==> config.mk <==
export PLATFORM = sky130hd
export DESIGN_NAME = dmem_arbiter
export DESIGN_NICKNAME = d
export VERILOG_FILES = /design/src/rtl/dmem_arb_pkg.sv /design/src/rtl/dmem_arbiter_rr_arb2.sv /design/src/rtl/dmem_arbiter.sv
export SDC_FILE = /design/constraint.sdc
export NUM_CORES = 1
export LEC_CHECK = 0
export CAP_MARGIN = 5
export CORE_AREA = 5 5 122 124
export DETAILED_ROUTE_END_ITERATION = 10
export DIE_AREA = 0 0 127 129
export GPL_ROUTABILITY_DRIVEN = 0
export PLACE_DENSITY = 0.77
export SETUP_SLACK_MARGIN = 0.2
export SLEW_MARGIN = 20
export SYNTH_ARGS = -nofsm -noshare
export SYNTH_HDL_FRONTEND = slang
export SYNTH_SLANG_ARGS = --single-unit
==> constraint.sdc <==
create_clock -name clock -period 5.7 [get_ports clock]
set_clock_uncertainty 0.2 [all_clocks]
set_input_delay 1.71 -clock clock [delete_from_list [all_inputs] [get_ports clock]]
set_output_delay 1.71 -clock clock [all_outputs]
set_load 0.02 [all_outputs]
==> src/rtl/dmem_arb_pkg.sv <==
// Shared types for the data-memory arbiter: FSM state encoding and requester ids.
package dmem_arb_pkg;

    typedef enum logic [1:0] {
        IDLE   = 2'd0,
        ACCESS = 2'd1,
        RESP   = 2'd2
    } arb_state_e;

    typedef logic req_id_t;

    localparam req_id_t REQ_CPU = 1'b0;
    localparam req_id_t REQ_DBG = 1'b1;

endpackage

==> src/rtl/dmem_arbiter_rr_arb2.sv <==
// rr_arb2: combinational two-way round-robin grant; on a tie the requester
// that did not win last time is granted.
module rr_arb2
    import dmem_arb_pkg::*;
(
    input  logic [1:0] req,
    input  req_id_t    last_grant,
    output logic [1:0] gnt
);

    always_comb begin
        gnt = req;
        if (req == 2'b11) begin
            gnt = (last_grant == REQ_CPU) ? 2'b10 : 2'b01;
        end
    end

endmodule

==> src/rtl/dmem_arbiter.sv <==
// dmem_arbiter: two-port round-robin arbiter and sequencer for the single-port data memory.
// Optional accept/error statistics counters are built when DMEM_ARB_STATS_EN is defined.
//
// state  | meaning
// IDLE   | arbitrate, accept one request and latch it
// ACCESS | drive the memory for one cycle, capture the response
// RESP   | pulse rsp_valid for the accepted requester
module dmem_arbiter
    import dmem_arb_pkg::*;
#(
    parameter int ADDR_W = 32,
    parameter int DATA_W = 32,
    parameter int DEPTH  = 256
) (
    input  logic              clock,
    input  logic              reset,
    input  logic [1:0]        req,
    input  logic [1:0]        we,
    input  logic [ADDR_W-1:0] addr0,
    input  logic [ADDR_W-1:0] addr1,
    input  logic [DATA_W-1:0] wdata0,
    input  logic [DATA_W-1:0] wdata1,
    output logic [1:0]        gnt,
    output logic [1:0]        rsp_valid,
    output logic [DATA_W-1:0] rsp_data,
    output logic              rsp_err,
    output logic              mem_we,
    output logic [ADDR_W-1:0] mem_addr,
    output logic [DATA_W-1:0] mem_wdata,
    input  logic [DATA_W-1:0] mem_rdata
`ifdef DMEM_ARB_STATS_EN
    ,
    output logic [15:0]       grant_cnt0,
    output logic [15:0]       grant_cnt1,
    output logic [7:0]        err_cnt
`endif
);

    localparam logic [ADDR_W-1:0] DEPTH_A = ADDR_W'(DEPTH);

    arb_state_e        state;
    req_id_t           last_grant;
    req_id_t           cur_id;
    logic              cur_we;
    logic [ADDR_W-1:0] cur_addr;
    logic [DATA_W-1:0] cur_wdata;

    logic [1:0]        arb_gnt;
    logic              accept;
    req_id_t           acc_id;
    logic              in_range;

    rr_arb2 u_rr_arb2 (
        .req        (req),
        .last_grant (last_grant),
        .gnt        (arb_gnt)
    );

    assign gnt      = (state == IDLE) ? arb_gnt : 2'b00;
    assign accept   = |(req & gnt);
    assign acc_id   = req_id_t'(gnt[1]);
    assign in_range = (cur_addr < DEPTH_A);

    // mem_we is decoded from state so an async reset removes it immediately
    assign mem_we    = (state == ACCESS) & cur_we & in_range;
    assign mem_addr  = cur_addr;
    assign mem_wdata = cur_wdata;

    always_ff @(posedge clock or posedge reset) begin
        if (reset) begin
            state      <= IDLE;
            last_grant <= REQ_DBG;
            cur_id     <= REQ_CPU;
            cur_we     <= 1'b0;
            cur_addr   <= '0;
            cur_wdata  <= '0;
            rsp_valid  <= 2'b00;
            rsp_data   <= '0;
            rsp_err    <= 1'b0;
        end else begin
            case (state)
                IDLE: begin
                    rsp_valid <= 2'b00;
                    if (accept) begin
                        cur_id     <= acc_id;
                        cur_we     <= we[acc_id];
                        cur_addr   <= (acc_id == REQ_DBG) ? addr1 : addr0;
                        cur_wdata  <= (acc_id == REQ_DBG) ? wdata1 : wdata0;
                        last_grant <= acc_id;
                        state      <= ACCESS;
                    end
                end
                ACCESS: begin
                    rsp_data  <= (in_range && !cur_we) ? mem_rdata : '0;
                    rsp_err   <= ~in_range;
                    rsp_valid <= (cur_id == REQ_DBG) ? 2'b10 : 2'b01;
                    state     <= RESP;
                end
                RESP: begin
                    rsp_valid <= 2'b00;
                    state     <= IDLE;
                end
                default: begin
                    rsp_valid <= 2'b00;
                    state     <= IDLE;
                end
            endcase
        end
    end

`ifdef DMEM_ARB_STATS_EN
    always_ff @(posedge clock or posedge reset) begin
        if (reset) begin
            grant_cnt0 <= '0;
            grant_cnt1 <= '0;
            err_cnt    <= '0;
        end else begin
            if (accept && acc_id == REQ_CPU && grant_cnt0 != 16'hFFFF) begin
                grant_cnt0 <= grant_cnt0 + 16'd1;
            end
            if (accept && acc_id == REQ_DBG && grant_cnt1 != 16'hFFFF) begin
                grant_cnt1 <= grant_cnt1 + 16'd1;
            end
            if (state == ACCESS && !in_range && err_cnt != 8'hFF) begin
                err_cnt <= err_cnt + 8'd1;
            end
        end
    end
`endif

endmodule

Word level (Yosys, flattened, before mapping)
Cells that the tools add are included.
{"block": "op_classes", "n_lt_le_gt_ge": 2, "n_eq_ne": 3, "n_mux": 12, "bitwise_logic": 4, "reduce_logical": 5}
{"cell": "$mux 32", "n": 3}
{"cell": "$lt 32x9->1 const B", "n": 1}
{"cell": "$mux 2", "n": 6}
{"cell": "$pmux 2 s2", "n": 1}
{"cell": "$and 1x1->1", "n": 2}
{"cell": "$and 2x2->2", "n": 1}
{"cell": "$eq 2x1->1 const B", "n": 1}
{"cell": "$eq 2x2->1 const B", "n": 1}
{"cell": "$logic_not 2->1", "n": 1}
{"cell": "$lt 1x2->1 const B", "n": 1}
{"cell": "$mux 1", "n": 2}
{"cell": "$ne 2x2->1 const B", "n": 1}
{"cell": "$reduce_and 2->1", "n": 1}
{"cell": "$reduce_or 2->1", "n": 1}
{"cell": "$logic_and 1x1->1", "n": 1}
{"cell": "$logic_not 1->1", "n": 1}
{"cell": "$not 1->1", "n": 1}
{"block": "totals", "reg_bits": 104, "input_bits": 166, "word_cells": 35}

Longest topological paths before layout
Gate-level depths: netlist of the first run.
{"block": "depth", "depth_word": 7, "mapped_depth": 6}

By module
A second synthesis of the first run with hierarchy kept.
{"block": "unflattened", "cells_unflattened": 385, "area_unflattened_um2": 5027.3}
{"mod": "dmem_arbiter", "instances": 1, "cells_per_inst": 382, "area_each_um2": 5008.6}
{"mod": "rr_arb2", "instances": 1, "cells_per_inst": 3, "area_each_um2": 18.8}

Worst setup path after synthesis of the first run
No wires, ideal clock.
{"block": "synth_timing", "path_kind": "in2out", "start": "input req[0]", "end": "output gnt[1]", "arrival_time_ns": 2.561, "path_slack_ns": 1.229, "stages": 5, "path_buffers": 3, "cell_sequence": "clkbuf_1 -> nand2_1 -> clkbuf_2 -> clkbuf_1 -> and2_1"}
{"block": "synth_between", "elab_chain_len": 3}
{"element": "start: declaration", "line": "dmem_arbiter.sv:17", "source": "input logic [1:0] req,"}
{"element": "$eq 2x2->1", "line": "dmem_arbiter_rr_arb2.sv:13", "source": "if (req == 2'b11) begin"}
{"element": "$mux 2", "line": "dmem_arbiter_rr_arb2.sv:13"}
{"element": "$mux 2", "line": "dmem_arbiter.sv:59", "source": "assign gnt = (state == IDLE) ? arb_gnt : 2'b00;"}
{"element": "end: declaration", "line": "dmem_arbiter.sv:23", "source": "output logic [1:0] gnt,"}
Every way passes these cells.

Worst setup path in the final report of the first run
{"block": "layout_timing", "start": "input req[1]", "end": "output gnt[1]"}
{"block": "layout_between", "elab_chain_len": 3}
{"element": "$eq 2x2->1", "line": "dmem_arbiter_rr_arb2.sv:13"}
{"element": "$mux 2 (*)", "line": "dmem_arbiter_rr_arb2.sv:13"}
{"element": "$mux 2 (*)", "line": "dmem_arbiter.sv:59"}
Every way passes the cells marked *; elsewhere a longest branch is shown, timed or not.

==> impl_results.md, run 1 <==
- Power density over the cells: 432 nW/um^2
- Synth Cell Area: 5510 um^2
- Slew Limit Fails: 0
- Number of synthesized register bits: 104
- Synth warnings: 0
- Synth cell count leaders: dfrtp_1 (103), and3_1 (65), nand3b_1 (65), o2111ai_1 (65), o21ai_0 (60)
- CTS max path bufs: 2
- Chip Width: 127 um
- Syn-to-layout area delta: 54.0%
- Actual slew at the worst max-slew pin: 0.983 ns
- Final min period: 5.22 ns
- Hold WC Path Type: reg2reg
- Final setup violation count: 0
- Post-route ant nets: 0
- Via count: 5697
- DR vias/cell: 5.92
- # DRC: 0
- Asr flop ratio synth: 1.00
- Period utilisation layout: 0.915
- Worst skew pair latency: 0.35 ns
- All-layer global routing usage: 0.245
- Most frequent cell after synthesis: dfrtp_1
- Unrepaired setup endpoints after global routing: no
- Top Ports: 268
- Vias in the first global route: 5926
- Initial DRC count: 374
- WHS: 0.222 ns
- Internal: 0.00207 W
- Main synth FF type: dfrtp_1
- # H-tree levels: 3
- Worst vdd ir: 253 uV
- Die span in y: 129 um
- Non-filler cells, final: 962
- Area leader, netlist: dfrtp_1
- DIE AREA: 16400 um^2
- Post-DR wirelength/cell: 21.2 um
- Synthesized net count: 729
- CTS tree: yes
- Status: finished, final reports clean
- Sw frac: 0.435
- Critical path start-end classification: in2out
- Fraction of layout cells with a size suffix above 1: 0.0588
- Sequential cell area fraction in the yosys report: 0.473
- Initial antenna violation count: 1
- Crit. End Element: output port
- Post-CTS Hold Fix Bufs: 0
- WL final: 20400 um
- Sw Pwr: 0.00159 W
- Sequential power share: 0.331
- Comb pwr share: 0.512
- Distinct cells, synth: 33
- Data arrival, critical path: 3.31 ns
- Mapped Avg Cell Area: 9.78 um^2
- DR pass1 iterations: 4
- Global-route wire length before repair: 32000 um
- Area of the multi-input gates: 2570 um^2
- Post-CTS sizing: 0
- Cts bufs inserted: 9
- Clk sinks: 104
- Dpl hpwl: 13900 um
- Clk network pwr share: 0.158
- WP data required: 3.79 ns
- Fillers: 1129
- Synth top area share: 0.468
- Slew headroom: 0.343
- Seq. cell area: 2600 um^2
- Antenna diodes: 0
- Achievable frequency: 0.192 GHz
- Port bufs: 267
- Root Driver: clkbuf_16
- Post-synthesis cell count: 563
- Largest net degree at the start of global routing: 79
- Max_cap viols: 0
- Hold violation count in the final report: 0
- Setup bufs post-CTS: 0
- Final #Nets: 944
- GRT overflow: 0
- CP max FO: 3
- Total power draw: 0.00367 W
- Site row count: 43
- P_leak: 3.54 nW
- Area contributors post-synth: dfrtp_1 (47%), o2111ai_1 (10%), nand3b_1 (8.9%), and3_1 (7.4%), o21ai_0 (5.5%)
- Clock slew at reported path FFs: 0.07 ns
- Setup TNS Final: 0 ns
- Initial Utilization: 0.403
- CP Launch Type: input port
- Core area: 13700 um^2
- Placed instance count: 947
- Number of flops mapped to enable cells by yosys: 0
-- flip-flops by register name (all words and copies together), names as in the netlist --
signal,flops
rsp_valid,2
rsp_err,1
mem_wdata,32
cur_we,1
last_grant,1
rsp_data,32
mem_addr,32
state,2
cur_id,1
-- worst max-delay path, cell delays in order --
cell and delay (ns):
clkdlybuf4s50_1 0.57, nor3b_4 0.23, and2_1 0.17, clkdlybuf4s50_1 0.63
-- stage by stage --
| stage | cell area, um^2 | setup WS (ns) | util |
|---|---|---|---|
| after global routing | 8480 | 0.439 | 0.620 |
| after global placement | 8210 | 0.509 | 0.601 |
| after floorplan | 5510 | 1.06 | - |
| after detailed placement | 8210 | 0.499 | 0.601 |
| final | 8480 | 0.483 | 0.620 |
| after CTS | 8470 | 0.482 | 0.620 |
-- metal layers --
layer	vias up	global-route usage	wire, um
met5	-	0	13
met4	2	0.101	661
li1	2571	-	-
met1	2783	0.292	7970
met3	44	0.0776	1990
met2	297	0.411	9770
-- cells in the final DEF, fill, tap and decap left out, types with 2 or more instances in the layout --
master | netlist | routed
nor2_4 | 0 | 2
clkinv_2 | 0 | 2
nand3_1 | 21 | 21
dfrtp_1 | 103 | 103
nor2_1 | 6 | 4
o21ai_1 | 5 | 5
inv_2 | 1 | 2
clkdlybuf4s50_1 | 0 | 266
o2111ai_1 | 65 | 65
o21ai_0 | 60 | 60
nor4_4 | 3 | 4
o41ai_1 | 4 | 4
clkbuf_1 | 55 | 2
nand2_1 | 34 | 33
and3_1 | 65 | 65
nand3b_1 | 65 | 65
o41ai_2 | 8 | 8
buf_4 | 0 | 10
inv_1 | 16 | 14
clkbuf_16 | 0 | 9
nor4_1 | 2 | 2
o31ai_1 | 20 | 20
-- power by group through the flow --
stage	sequential, W	combinational, W	clock, W
2_1_floorplan	0.00142	0.000782	0
6_report	0.00121	0.00188	0.000579
4_1_cts	0.00121	0.00187	0.000590
5_1_grt	0.00125	0.00201	0.000615
3_3_place_gp	0.00120	0.00184	0
3_5_place_dp	0.00122	0.00187	0
-- worst paths after layout --
| check | start | slack [ns] | depth (start not counted) | to |
|---|---|---|---|---|
| setup reg to reg | mem_addr[22] | 3.28 | 4 | rsp_data[10] |
| hold / removal | cur_id | 0.22 | 1 | rsp_valid[0] |
| setup / recovery | req[1] | 0.48 | 4 | gnt[1] |
| min in group asynchronous | reset | 1.67 | 2 | rsp_data[1] |
| hold reg to reg | cur_id | 0.22 | 1 | rsp_valid[0] |
| max in group asynchronous | reset | 2.74 | 3 | rsp_data[16] |
-- cells by family after synthesis --
logic type | synth area share
and+or+nand+nor | 0.235
AOI/OAI and AO/OA | 0.226
DFF | 0.473
buffers and inverters | 0.0659
-- final cells by class --
cell class,count,area share
tap,180,0.0266
sequential,104,0.307
multi-input combinational,369,0.304
inverter,17,0.00812
clock inverter,3,0.00221
timing repair buffer,277,0.323
clock buffer,12,0.0291
(Power assumes the default switching activity.)
==> run 2: changes to the inputs <==
SETUP_SLACK_MARGIN = unset   (was 0.2)
==> results of run 2 <==
Same layout as run 1: the final DEF is identical, and so are final timing and power.
==> run 3: changes to the inputs <==
SKIP_LAST_GASP = 1   (was unset)
==> results of run 3 <==
Same layout as run 1: the final DEF is identical, and so are final timing and power.
